File: config.mk
export PLATFORM = sky130hd
export DESIGN_NAME = serial_in_receiver
export DESIGN_NICKNAME = d
export VERILOG_FILES = /design/src/rtl/serial_in_receiver.sv
export SDC_FILE = /design/constraint.sdc
export NUM_CORES = 1
export LEC_CHECK = 0
export CORE_AREA = 2 2 39 41
export CTS_CLUSTER_DIAMETER = 150
export DETAILED_ROUTE_END_ITERATION = 7
export DIE_AREA = 0 0 41 43
export PLACE_DENSITY = 0.84
export SLEW_MARGIN = 20
export SYNTH_ARGS = -nofsm -noshare
export SYNTH_HDL_FRONTEND = slang
export SYNTH_SLANG_ARGS = --single-unit
export TNS_END_PERCENT = 5
File: constraint.sdc
create_clock -name CLK -period 1.9 [get_ports CLK]
set_input_delay 0.38 -clock CLK [delete_from_list [all_inputs] [get_ports CLK]]
set_output_delay 0.38 -clock CLK [all_outputs]
set_load 0.01 [all_outputs]
File: src/rtl/serial_in_receiver.sv
// ============================================================================
// serial_in_receiver
//
// Collects a 4-bit word from a serial line, one bit per ENB strobe, and
// presents it on WORD with a valid/acknowledge handshake. A frame is opened
// by START while idle in serial mode (MODO = 2'b00); any other MODO value
// aborts a frame in flight. Bits may enter from either end (DIR per bit).
//
// Optional feature (macro PARITY_CHK_EN): each frame carries a fifth bit,
// a parity bit checked against PARITY_ODD. A failing frame is dropped and
// the sticky PAR_ERR flag is set. Without the macro, frames are 4 bits and
// PAR_ERR is constant 0.
//
// Parameters
//   INIT_WORD  - value of WORD during and after reset
//   PARITY_ODD - 0 = even parity, 1 = odd parity (PARITY_CHK_EN builds only)
//
// Ports
//   CLK        in   single clock, rising edge
//   RESET      in   synchronous, active-high reset
//   ENB        in   bit strobe; S_IN is sampled only when ENB = 1
//   MODO[1:0]  in   2'b00 = serial shift mode, anything else = not shifting
//   DIR        in   0 = shift left (bit enters bit 0), 1 = right (enters bit 3)
//   S_IN       in   serial data
//   START      in   frame start request (honoured only in IDLE with MODO = 00)
//   WORD_ACK   in   consumer accepts WORD
//   WORD[3:0]  out  last completed word
//   WORD_VALID out  WORD holds an unconsumed word
//   BUSY       out  a frame is in progress
//   OVERRUN    out  sticky: a completed word was dropped (cleared by reset)
//   PAR_ERR    out  sticky: parity mismatch (cleared by reset or next START)
// ============================================================================
module serial_in_receiver #(
  parameter logic [3:0] INIT_WORD  = 4'b0000,
  parameter bit         PARITY_ODD = 1'b0
) (
  input  logic       CLK,
  input  logic       RESET,
  input  logic       ENB,
  input  logic [1:0] MODO,
  input  logic       DIR,
  input  logic       S_IN,
  input  logic       START,
  input  logic       WORD_ACK,
  output logic [3:0] WORD,
  output logic       WORD_VALID,
  output logic       BUSY,
  output logic       OVERRUN,
  output logic       PAR_ERR
);

`ifdef PARITY_CHK_EN
  typedef enum logic [1:0] {IDLE, RECV, PAR} state_t;
`else
  typedef enum logic [1:0] {IDLE, RECV} state_t;
`endif

  state_t     state;
  logic [3:0] sr;         // shift register holding the frame under assembly
  logic [1:0] cnt;        // data bits already received in this frame
  logic [3:0] sr_shift;   // sr after taking the current S_IN bit
  logic       serial_mode;
  logic       word_done;  // a word completes on this edge
  logic [3:0] done_word;  // the word that completes on this edge

`ifdef PARITY_CHK_EN
  logic par_err;
  logic parity_ok;
`endif

  assign serial_mode = (MODO == 2'b00);

  // NOTE: every signal assigned in this block gets a default first, so no
  // path leaves it unassigned and no latch is inferred.
  always_comb begin
    sr_shift  = DIR ? {S_IN, sr[3:1]} : {sr[2:0], S_IN};
    word_done = 1'b0;
    done_word = sr_shift;
`ifdef PARITY_CHK_EN
    // The data word plus its parity bit must XOR to the selected polarity.
    parity_ok = (((^sr) ^ S_IN) == PARITY_ODD);
    if (serial_mode && ENB && (state == PAR) && parity_ok) begin
      word_done = 1'b1;
      done_word = sr;
    end
`else
    if (serial_mode && ENB && (state == RECV) && (cnt == 2'd3)) begin
      word_done = 1'b1;
    end
`endif
  end

  // NOTE: sequential state uses non-blocking assignments so every register
  // samples the pre-edge values of the others, independent of statement order.
  always_ff @(posedge CLK) begin
    if (RESET) begin
      state      <= IDLE;
      sr         <= 4'b0000;
      cnt        <= 2'd0;
      WORD       <= INIT_WORD;
      WORD_VALID <= 1'b0;
      OVERRUN    <= 1'b0;
`ifdef PARITY_CHK_EN
      par_err    <= 1'b0;
`endif
    end else begin
      // Output handshake. A word completing on the same edge as an ACK
      // replaces the consumed word, so it is not an overrun.
      if (word_done) begin
        if (!WORD_VALID || WORD_ACK) begin
          WORD       <= done_word;
          WORD_VALID <= 1'b1;
        end else begin
          OVERRUN    <= 1'b1;
        end
      end else if (WORD_ACK) begin
        WORD_VALID <= 1'b0;
      end

      // Frame sequencing.
      if (state == IDLE) begin
        if (START && serial_mode) begin
          state   <= RECV;
          sr      <= 4'b0000;
          cnt     <= 2'd0;
`ifdef PARITY_CHK_EN
          par_err <= 1'b0;
`endif
        end
      end else if (!serial_mode) begin
        // Leaving serial mode abandons the frame; WORD is left untouched.
        state <= IDLE;
        sr    <= 4'b0000;
        cnt   <= 2'd0;
      end else if (ENB) begin
`ifdef PARITY_CHK_EN
        if (state == PAR) begin
          state <= IDLE;
          if (!parity_ok) par_err <= 1'b1;
        end else begin
          sr  <= sr_shift;
          cnt <= cnt + 2'd1;
          if (cnt == 2'd3) state <= PAR;
        end
`else
        sr  <= sr_shift;
        cnt <= cnt + 2'd1;
        if (cnt == 2'd3) state <= IDLE;
`endif
      end
    end
  end

  // State is a register, so BUSY is a direct decode of flop outputs.
  assign BUSY = (state != IDLE);

`ifdef PARITY_CHK_EN
  assign PAR_ERR = par_err;
`else
  assign PAR_ERR = 1'b0;
`endif

endmodule

==> out/summary.md <==
The clock slew at the register clock pins of the worst setup and hold paths is 70 ps. A synthesized cell averages 10.8 um2. Net switching is 21.6% of the power. Distinct cell type count after synthesis: 27. Cell internal power was estimated by the tool at 382 uW. The kind of cell with the highest combined delay along the critical path is buffers and inverters. For the total negative setup slack, the log shows 0 ps.

The worst path needs 1650 ps of the cycle, external delays included. The post-synthesis to final-layout area growth came out at 34.5%. The tools report the count of endpoints failing hold in the final timing report as 0. Data on the critical path arrives at its endpoint at 1270 ps. The number of levels in the clock H-tree was 1. Of the total power, registers draw 56.2%. The logs give 800 um2 for the final instance area and 0 for the number of post-CTS setup repair buffers. Number of remaining DRC errors: 0.

The first TritonRoute pass finished after 5 iterations. VDD sags by at most 0.353 mV. The tools report the count of vias placed by the detailed router as 507. For the worst setup path, the data required time is 1520 ps.

The number of gates resized after CTS was 0. The floorplan step defined a die boundary enclosing 1760 um2. The fraction of final layout cells with drive strength greater than 1 works out to 13.3%.

In this design, the stage delay of the slowest critical-path cell is 580 ps. The tools report the number of antenna violations at the first check in global routing as 0. Of all cell types, the one taking the most synthesized area is dfxtp_1. The Yosys step of the flow raised 0 warnings. Type of the setup path with the least slack: flip-flop to output pin. Clock tree synthesis selected as its root buffer the cell clkbuf_4. The number of synthesized register bits was 13.

The net count of the finished layout is 86. The placed instance area is 773 um2, and the mean number of vias per cell is 5.57. Sorting the synthesized cells by how often they occur yields dfxtp_1 (13), o2bb2ai_1 (5), a211oi_1 (4), a41oi_1 (4), mux2i_1 (4). The class of the most critical hold timing path is flip-flop to flip-flop. The area share of the largest cell type after synthesis works out to 43.8%. Combinational cells account for 10.0% of the total power.

The die is 41 um wide. The first global-routing pass estimated 2020 um of wire. Setup violations remaining at the end of the flow were counted as 0. For the total congestion overflow, the log shows 0.

The die outline height is 43 um, and the antenna violation net count after detailed routing is 0. In this run the power density over the cells is 610 nW/um2. The detailed router finished its first iteration with 18 violations. After detailed placement, the design holds a cell count of 87. The clock passes through at most 2 buffers. Based on the critical path, the design can be clocked at up to 606 MHz. After detailed routing, the total wire length is 1200 um.

After filler insertion, the fill cell instance count of the layout stands at 125. By area the synthesized netlist is led by dfxtp_1 (44%), o2bb2ai_1 (7.4%), mux2i_1 (6.7%), a41oi_1 (5.9%), a211oi_1 (5.1%). The count of buffers added on input and output ports is 15.

The synthesized netlist net count is 65. On the final layout, the worst clock skew is 3.59 ps. The initial cell density of the core was 42.9%. The buffers plus inverters on the worst setup path is 1. Number of placement rows: 14. The most used flip-flop cell after synthesis is dfxtp_1. Weighted congestion reported at the end of routability-driven placement: 0.686. Setup repair after global routing left no endpoint under its margin.

Fraction of the cycle the final worst path needs: 86.8%. Top fanout value on the critical path: 7. After clock tree synthesis, the flow added hold-fix buffers numbering 0. The clock reaches the later pin of the worst-skew pair after 270 ps. Counting flops with a built-in enable in the synthesized netlist gives 0.

The run gives 43.8% as the post-synthesis sequential area ratio. Hold is met by 469 ps. In this run, CTS created clock tree buffers numbering 3. 0 antenna diodes ended up in the layout.

Synthesis produced a netlist whose cell count is 55. The clock net sink count came out at 13. Yosys instantiated no cell more often than dfxtp_1. In this run the static leakage power is 0.000277 uW.

Dividing the detail-routed wire length by the instance count gives 13.2 um. The half-perimeter wire length after detailed placement was 923 um; the number of cells in the finished layout apart from fillers was 91. After synthesis, the share of flip-flops with an asynchronous set or reset is 0%. For this run, the total global-route usage over all layers was measured as 16.8%. TritonCTS built the clock tree. Traced cell by cell, the critical path runs through clkdlybuf4s50_1. The run finished with clean final reports. The number of global-route vias before repair is 474. For the summed instance area of the synthesized netlist, the log shows 594 um2. Max-cap violations in this run came to 0.

The run gives 0 as the max-slew violation total from the final report. The category of the worst setup path launch point was a flip-flop. For the largest net degree at the start of global routing, the log shows 12.

The slowest cell on the critical path was clkdlybuf4s50_1. In this run the power spent charging and discharging nets is 105 uW. The core region area was 1380 um2; the clock group share of total power was 33.8%.

17 I/O pins were placed. STA classifies the critical path endpoint as an output pin.
## flip-flops by register name, indices dropped and copies added, names as in the netlist
signal      cells
sr              4
WORD            4
OVERRUN         1
WORD_VALID      1
cnt             2
state           1
## per-stage QoR
stage	util, %	setup slack (ps)	total power [uW]
6_report	57.8	251	488
5_1_grt	57.8	154	515
4_1_cts	57.8	247	495
3_5_place_dp	55.9	42.3	329
3_3_place_gp	55.9	74.5	328
2_1_floorplan	-	574	305
## metal layers
metal / share of wire, % / GRT usage, % / vias up
met5: 0 / 0 / -
met2: 46 / 25.0 / 21
met4: 0 / 6.00 / 0
met1: 46 / 21.5 / 231
li1: - / - / 255
met3: 7.3 / 6.28 / 0
## power groups by stage
stage	Combinational, uW	Sequential, uW	Clock [uW]
final	49.0	274	165
after global placement	47.8	281	0
after floorplan	24.5	281	0
after global routing	53.4	274	188
after detailed placement	48.8	281	0
after CTS	49.1	274	172
## worst paths after layout
kind / from / end / slack [ps] / cells after the start
setup / recovery: state[0] / BUSY / 250 / 1
hold / removal: sr[3] / sr[3] / 470 / 1
setup reg to reg: state[0] / sr[1] / 470 / 3
hold reg to reg: sr[3] / sr[3] / 470 / 1
## final cells by class
cell class | count | area, um2 | share of cell area [%]
inverters | 1 | 3.75 | 0.469
flip-flops and latches | 13 | 260 | 32.6
well taps | 16 | 20.0 | 2.50
multi-input cells | 37 | 302 | 37.7
repair buffers | 20 | 188 | 23.5
clock buffers | 4 | 26.3 | 3.29
## cell usage in the layout (no fill, tap or decap), types with 2 or more instances in the layout
cell and count:
buf_4 5, dfxtp_1 13, clkdlybuf4s50_1 15, a41oi_1 4
clkbuf_4 3, o2bb2ai_1 5, nand2b_1 3, nand3_1 2
mux2i_1 4, a211oi_1 4
## cells by family after synthesis
kind of cell / Yosys count / share of synthesized area, %
muxes: 4 / 6.74
adders and majority gates: 1 / 2.10
other: 1 / 0.631
buffers and inverters: 5 / 5.47
DFF: 13 / 43.8
xor gates and xnor gates: 1 / 1.47
and+or+nand+nor: 12 / 14.3
AOI/OAI and AO/OA: 18 / 25.5
Note: power is estimated with default switching activity, not from simulation.
